## src/rtl/mux81_scan_ctrl.sv

```systemverilog
// Scan sequencer for an 8:1 mux: steps sel 0..7, captures y_in into a word.
// Optional continuous scanning when MUX_SCAN_CONT_EN is defined (adds cont).
module mux81_scan_ctrl #(
   parameter int SETTLE = 1
) (
   input  logic       clk,
   input  logic       rst_n,
   input  logic       start,
   input  logic       y_in,
`ifdef MUX_SCAN_CONT_EN
   input  logic       cont,
`endif
   output logic [2:0] sel,
   output logic       busy,
   output logic [7:0] data_out,
   output logic       valid
);

   typedef enum logic {IDLE, SCAN} state_t;

   localparam logic [3:0] CNT_MAX = 4'(SETTLE - 1);

   state_t     state, state_d;
   logic [2:0] sel_d;
   logic [3:0] cnt, cnt_d;
   logic [7:0] word, word_d;
   logic [7:0] data_d;
   logic       valid_d;
   logic       repeat_scan;

`ifdef MUX_SCAN_CONT_EN
   assign repeat_scan = cont;
`else
   assign repeat_scan = 1'b0;
`endif

   assign busy = (state == SCAN);

   always_ff @(posedge clk or negedge rst_n) begin
      if (!rst_n) begin
         state    <= IDLE;
         sel      <= 3'd0;
         cnt      <= 4'd0;
         word     <= 8'h00;
         data_out <= 8'h00;
         valid    <= 1'b0;
      end else begin
         state    <= state_d;
         sel      <= sel_d;
         cnt      <= cnt_d;
         word     <= word_d;
         data_out <= data_d;
         valid    <= valid_d;
      end
   end

   always_comb begin
      state_d = state;
      sel_d   = sel;
      cnt_d   = cnt;
      word_d  = word;
      data_d  = data_out;
      valid_d = 1'b0;
      unique case (state)
         IDLE: begin
            sel_d = 3'd0;
            cnt_d = 4'd0;
            if (start) state_d = SCAN;
         end
         SCAN: begin
            if (cnt < CNT_MAX) begin
               cnt_d = cnt + 4'd1;
            end else begin
               cnt_d       = 4'd0;
               word_d[sel] = y_in;
               if (sel != 3'd7) begin
                  sel_d = sel + 3'd1;
               end else begin
                  // word_d already holds bit 7 from this edge
                  data_d  = word_d;
                  valid_d = 1'b1;
                  sel_d   = 3'd0;
                  if (!repeat_scan) state_d = IDLE;
               end
            end
         end
         default: state_d = IDLE;
      endcase
   end

endmodule
```

## config.mk

```make
export PLATFORM = sky130hd
export DESIGN_NAME = mux81_scan_ctrl
export DESIGN_NICKNAME = d
export VERILOG_FILES = /design/src/rtl/mux81_scan_ctrl.sv
export SDC_FILE = /design/constraint.sdc
export NUM_CORES = 1
export LEC_CHECK = 0
export CAP_MARGIN = 5
export CELL_PAD_IN_SITES_DETAIL_PLACEMENT = 1
export CELL_PAD_IN_SITES_GLOBAL_PLACEMENT = 2
export CORE_MARGIN = 2
export CORE_UTILIZATION = 31
export DETAILED_ROUTE_END_ITERATION = 12
export PLACE_DENSITY_LB_ADDON = 0.1
export SETUP_SLACK_MARGIN = 0.1
export SYNTH_ARGS = -nofsm -noshare
export SYNTH_HDL_FRONTEND = slang
export SYNTH_SLANG_ARGS = --single-unit
```

## constraint.sdc

```tcl
create_clock -name clk -period 1.54 [get_ports clk]
set_clock_uncertainty 0.1 [all_clocks]
set_input_delay 0.308 -clock clk [delete_from_list [all_inputs] [get_ports clk]]
set_output_delay 0.308 -clock clk [all_outputs]
set_load 0.02 [all_outputs]
```

==> impl_metrics.json, run 1 <==
{
  "crit_slowest_cell": "dfrtp_2",
  "crit_path_max_incr_delay_ns": 0.47,
  "async_reset_ff_frac": 1.000,
  "rsz0062_at_grt": "true",
  "grt_pass1_wl_mm": 3.795,
  "cts_buffers": 3,
  "pre_cts_ws_ns": 0.09489,
  "root_buffer": "clkbuf_4",
  "irDropWorstVdd_v": 0.0007528,
  "yosysSeqAreaShare": 0.5012,
  "muxShareOfSynthArea": 0.1659,
  "grt_pass1_vias": 818,
  "post-route-period-util": 0.9077,
  "crit_path_max_fanout": 5,
  "grt_max_degree": 22,
  "power_density_nw_per_um2": 2154,
  "drc": 0,
  "clockBufferDepth": 2,
  "dr_total_vias": 718,
  "cp-end-kind": "flip-flop",
  "drt_first_pass_iters": 2,
  "syn_area_um2": 1049,
  "max_freq_ghz": 0.7154,
  "maxCapViolCount": 0,
  "start_kind": "flip-flop",
  "hold_path.class": "input port to async pin",
  "ys_ff_latch": 21,
  "num_rows": 21,
  "synthTopCellsByArea": "dfrtp_1, mux2i_1, mux2_2, buf_6, nor2_1",
  "synthCells": 87,
  "path_cells": "nand2b_4 > nor3b_2 > mux2_2",
  "synth_fa_ha_area_frac": 0.02387,
  "synthTopCellsByCount": "dfrtp_1, nor2_1, mux2i_1",
  "gr-total-overflow": 0,
  "drive_gt1_frac": 0.4414,
  "finalHoldViolations": 0,
  "regToRegStartpoint": "sel[0]$_DFF_PN0_",
  "htreeDepth": 1,
  "register_area_um2": 530.5,
  "first_iter_violations": 28,
  "wire_per_inst_um": 13.48,
  "ys.flop_type": "dfrtp_1",
  "arrival_ns": 1.49,
  "cts_tree": "yes",
  "areaGrowthSynthToFinish_pct": 26.97,
  "setup_ws_ns": 0.1421,
  "synth_warnings": 0,
  "finalWeightedCongestion": 0.6242,
  "worst_pin_slew_ns": 0.2804,
  "synthXorXnorAreaFrac": 0,
  "clk_pin_slew_worst_paths_ns": 0.11,
  "syn_area_per_cell_um2": 12.05,
  "drv_slew": 0,
  "critical_path_class": "flip-flop to flip-flop",
  "crit_start": "sel[0]$_DFF_PN0_",
  "rr_endpoint": "word[4]$_DFFE_PN0P_",
  "critical_path_required_ns": 1.63,
  "synth_top_cell_area_share": 0.5012,
  "synth_compound_area_frac": 0.04415,
  "placed_area_um2": 1319,
  "die_h_um": 62.16,
  "multiInputGateArea_um2": 501.7,
  "reg2reg_depth": 3,
  "clock-sinks": 21,
  "period_needed_ns": 1.398,
  "io_pins": 17,
  "antenna_cells": 0,
  "via_per_inst": 4.573,
  "die_area_um2": 3863,
  "setup_viol": 0,
  "routed_wl_mm": 2.117,
  "synth_edf_count": 0,
  "synth_top_area_cell": "dfrtp_1",
  "antenna_left": 0,
  "synth.most_common_cell": "dfrtp_1",
  "dp_hpwl_mm": 1.448,
  "synthDistinctLibCells": 26,
  "fp.dieW_um": 62.16,
  "synth_top_family_by_area": "simple AND/OR/NAND/NOR gates",
  "outcome": "complete, no violations",
  "num-nets-final": 118,
  "p_leak_nw": 0.5717,
  "fillers": 373,
  "antenna_found_initial": 0,
  "rrSetupSlack_ns": 0.14,
  "yosys.area_share.simple": 0.1993,
  "port_buffers": 16,
  "clk-insertion-delay-late_ns": 0.29,
  "timing.hold.ws_ns": 0.2489,
  "postLayoutCellArea_um2": 1331,
  "synth_fp_nets": 93,
  "relSlewSlack": 0.8130,
  "track_usage": 0.1242,
  "start_util": 0.3192,
  "design.core.area_um2": 3284
}
## cell usage in the layout, fill, tap and decap left out, types with 2 or more instances in the layout
cell              n
dfrtp_1          17
nor2_1           10
clkbuf_2          9
mux2i_1           8
buf_4             8
a21oi_1           7
mux2_2            5
nor3b_2           5
dfrtp_2           4
nor3_2            3
clkbuf_4          3
clkdlybuf4s50_1   3
buf_2             3
and2_1            2
nand2_1           2
nand4b_1          2
mux2_1            2
nand3b_1          2
ha_4              2
buf_12            2
## registers in the layout (all words and copies together), names as in the netlist
signal and count:
busy 1, sel 3, data_out 8, valid 1, word 8
## where the power goes
group	total, mW	internal [mW]	switching, mW
logic	1.61	0.778	0.831
registers	0.997	0.824	0.173
clock network	0.263	0.101	0.162
total	2.87	1.70	1.17
## stage by stage
stage | cells | setup TNS (ns) | utilization | power, mW
after global routing | 157 | 0 | 0.4053 | 3.115
after CTS | 155 | 0 | 0.4069 | 2.883
after detailed placement | 150 | 0 | 0.4015 | 2.682
final | 157 | 0 | 0.4053 | 2.868
after floorplan | 87 | -0.01111 | - | 2.103
after global placement | 150 | 0 | 0.4015 | 2.650
## final cells by class
type	instances	area share
repair buffers	27	0.1588
clock buffers	4	0.01974
multi-input cells	58	0.3769
inverters	1	0.002820
flip-flops and latches	21	0.3985
well taps	46	0.04323
## what timing repair did
item                       in CTS  in global routing
setup buffers                   1                  2
hold buffers                    0                  0
hold endpoints to repair        0                  0
setup endpoints to repair      14                 16
resized for setup              25                 21
## cells by family after synthesis
family | after synthesis
flip-flops | 21
buffers and inverters | 8
adder cells (fa/ha/maj) | 2
AND/OR/NAND/NOR | 31
AO/OA/AOI/OAI | 9
multiplexers | 16
## worst max-delay path by stage
stage / to
5_1_grt: word[4]$_DFFE_PN0P_
3_3_place_gp: busy
6_report: word[4]$_DFFE_PN0P_
3_5_place_dp: sel[0]
4_1_cts: busy
2_1_floorplan: data_out[0]$_DFFE_PN0P_
## critical path, delay by kind of cell, from the launching register on
| kind | cells | cell delay (ns) |
|---|---|---|
| flip-flops | 1 | 0.47 |
| AND/OR/NAND/NOR | 2 | 0.38 |
| multiplexers | 1 | 0.35 |
## metal layers
metal | wire length, um | GRT usage | vias to the layer above
li1 | - | - | 350
met1 | 1022 | 0.1678 | 357
met2 | 1009 | 0.1957 | 9
met3 | 64 | 0.02536 | 2
met4 | 20 | 0.05000 | 0
met5 | 0 | 0 | -
Note: power is estimated with default switching activity, not from simulation.
==> run 2: changes to the inputs <==
Settings changed: CAP_MARGIN 5 to 20, GPL_ROUTABILITY_DRIVEN set to 0.
==> results of run 2 <==
Final layout, timing and power as in run 1 (identical DEF).
==> run 3: changes to the inputs <==
Settings changed: ABC_AREA set to 1, CORE_MARGIN 2 to 5, CORE_UTILIZATION 31 to 33.
Clock period 1.54 ns to 1.8 ns, I/O delays scaled along.
==> run 3 against run 2 <==
  * Sequential share of layout area rose by 1.9 points
  * First-iteration DRC count rose by 11%
  * Hold slack improved by 0.022 ns
  * Non-clock buffer count fell by 6
  * Highest routed layer unchanged
  * Power fell by 14%
==> impl_metrics.json, run 3 <==
{
  "hold_path.class": "input port to async pin",
  "synth_compound_area_frac": 0.02177,
  "drt_first_pass_iters": 3,
  "num-nets-final": 147,
  "cts_buffers": 3,
  "path_cells": "dlygate4sd2_1",
  "irDropWorstVdd_v": 0.0007143,
  "crit_path_max_fanout": 3,
  "synth_fa_ha_area_frac": 0.02418,
  "yosys.area_share.simple": 0.3482,
  "synthXorXnorAreaFrac": 0,
  "start_util": 0.3417,
  "outcome": "complete, no violations",
  "synth_fp_nets": 125,
  "clk-insertion-delay-late_ns": 0.30,
  "power_density_nw_per_um2": 1955,
  "antenna_left": 0,
  "drc": 0,
  "clockBufferDepth": 2,
  "combPwrFrac": 0.563,
  "antenna_found_initial": 0,
  "synthTopCellsByCount": "nand2_1, nand3_1, dfrtp_1",
  "num_rows": 20,
  "first_iter_violations": 31,
  "tns_ns": 0,
  "arrival_ns": 1.06,
  "port_buffers": 16,
  "io_pins": 17,
  "post-cts-setup-buffers": 0,
  "synth_edf_count": 0,
  "clk_pin_slew_worst_paths_ns": 0.12,
  "critical_path_buf_inv_count": 1,
  "maxCapViolCount": 0,
  "syn_area_per_cell_um2": 8.695,
  "regToRegStartpoint": "sel[0]$_DFF_PN0_",
  "synthCells": 119,
  "antenna_cells": 0,
  "switching_power_mw": 1.157,
  "synth_top_family_by_area": "simple AND/OR/NAND/NOR gates",
  "dr_total_vias": 852,
  "start_kind": "flip-flop",
  "finalHoldViolations": 0,
  "relSlewSlack": 0.8199,
  "critical_path_class": "flip-flop to primary output",
  "ys_ff_latch": 21,
  "max_freq_ghz": 0.6581,
  "swShare": 0.4708,
  "fp.dieW_um": 66.00,
  "drive_gt1_frac": 0.1357,
  "crit_slowest_cell": "dfrtp_1",
  "yosysSeqAreaShare": 0.5079,
  "gr-total-overflow": 0,
  "areaGrowthSynthToFinish_pct": 21.52,
  "synth_warnings": 0,
  "grt_pass1_vias": 941,
  "design.core.area_um2": 3028,
  "post-route-period-util": 0.8441,
  "critical_path_required_ns": 1.34,
  "reg2reg_depth": 6,
  "wire_per_inst_um": 13.04,
  "final_common_cell": "nand2_1",
  "synthTopCellsByArea": "dfrtp_1, nand2_1, nand3_1, nand4_1, inv_1",
  "via_per_inst": 4.630,
  "crit_family": "flip-flops",
  "worst_pin_slew_ns": 0.2701,
  "clock-sinks": 21,
  "ys.flop_type": "dfrtp_1",
  "synthDistinctLibCells": 16,
  "power.internal_mw": 1.301,
  "track_usage": 0.1320,
  "die_area_um2": 4355,
  "rsz0062_at_grt": "false",
  "dp_hpwl_mm": 1.714,
  "rr_endpoint": "data_out[4]$_DFFE_PN0P_",
  "seqPwrFrac": 0.342,
  "routed_wl_mm": 2.399,
  "ctsHoldBuffers": 0,
  "drv_slew": 0,
  "reg_top3": "data_out (8), word (8), sel (3)",
  "die_h_um": 66.00,
  "grt_max_degree": 22,
  "crit_path_max_incr_delay_ns": 0.42,
  "grt_pass1_wl_mm": 4.367,
  "clkPwrFrac": 0.095,
  "muxShareOfSynthArea": 0,
  "syn_area_um2": 1035,
  "finish.utilization": 0.4153,
  "period_needed_ns": 1.519,
  "synth_top_cell_area_share": 0.5079,
  "cp-end-kind": "primary output",
  "setup_viol": 0,
  "rrSetupSlack_ns": 0.32,
  "synth_top_area_cell": "dfrtp_1",
  "post_cts_resized": 13,
  "synth.most_common_cell": "nand2_1",
  "cts_tree": "yes",
  "async_reset_ff_frac": 1.000,
  "p_leak_nw": 0.6770,
  "layout_common_cells": "nand2_1, nand3_1, dfrtp_1",
  "htreeDepth": 1,
  "root_buffer": "clkbuf_4"
}
-- run 3: cell count changes after synthesis, moves of 3 or more --
cell	previous run	this run
mux2i_1	8	0
nand3_1	1	22
and2_1	3	0
inv_1	1	9
nor3b_2	3	0
nor2_1	10	2
nand4_1	1	6
inv_2	0	3
mux2_2	5	0
nand2_1	2	42
a21oi_1	7	0
-- run 3: layout make-up --
class	instances	area (um^2)
Tap cell	44	55.05
Inverter	14	60.06
Multi-Input combinational cell	80	407.9
Clock inverter	1	5.005
Clock buffer	3	22.52
Sequential cell	21	525.5
Timing Repair Buffer	21	181.4
Fill cell	360	1770
-- run 3: how the worst max path moves through the flow --
| stage | start | cells past startpoint | slack, ns | end |
|---|---|---|---|---|
| 2_1_floorplan | sel[0]$_DFF_PN0_ | 6 | 0.37 | data_out[7]$_DFFE_PN0P_ |
| 5_1_grt | sel[2]$_DFF_PN0_ | 1 | 0.22 | sel[2] |
| 6_report | sel[1]$_DFF_PN0_ | 1 | 0.28 | sel[1] |
| 4_1_cts | sel[1]$_DFF_PN0_ | 1 | 0.27 | sel[1] |
| 3_5_place_dp | y_in | 5 | 0.30 | word[6]$_DFFE_PN0P_ |
| 3_3_place_gp | y_in | 5 | 0.28 | word[6]$_DFFE_PN0P_ |
-- run 3: layer usage --
layer	global-route usage	routed length [um]	up-vias
met5	0	0	-
met4	0.05330	34	0
met3	0.03231	96	4
met2	0.2228	1158	12
met1	0.1598	1111	410
li1	-	-	426
-- run 3: logic make-up after synthesis --
logic type,count (synthesis)
buf+inv,18
flops,21
simple gates,76
fa+ha+maj,2
compound gates,2
-- run 3: stage by stage --
step                      worst slack (ns)  hold WS (ns)  std cells  power [mW]  cell area, um^2
after floorplan                     0.3672      -0.03559        119       1.867             1035
after global placement              0.2814        0.3568        180       2.333             1246
after detailed placement            0.3003        0.3646        180       2.369             1246
after CTS                           0.2664        0.2825        184       2.506             1257
after global routing                0.2184        0.2955        184       2.704             1257
final                               0.2806        0.2712        184       2.459             1257
-- run 3: power groups by stage --
| stage | clock [mW] | sequential, mW | combinational (mW) |
|---|---|---|---|
| 4_1_cts | 0.245 | 0.845 | 1.42 |
| 3_5_place_dp | 0 | 0.859 | 1.51 |
| 3_3_place_gp | 0 | 0.852 | 1.48 |
| 2_1_floorplan | 0 | 1.03 | 0.834 |
| 6_report | 0.234 | 0.840 | 1.38 |
| 5_1_grt | 0.267 | 0.878 | 1.56 |
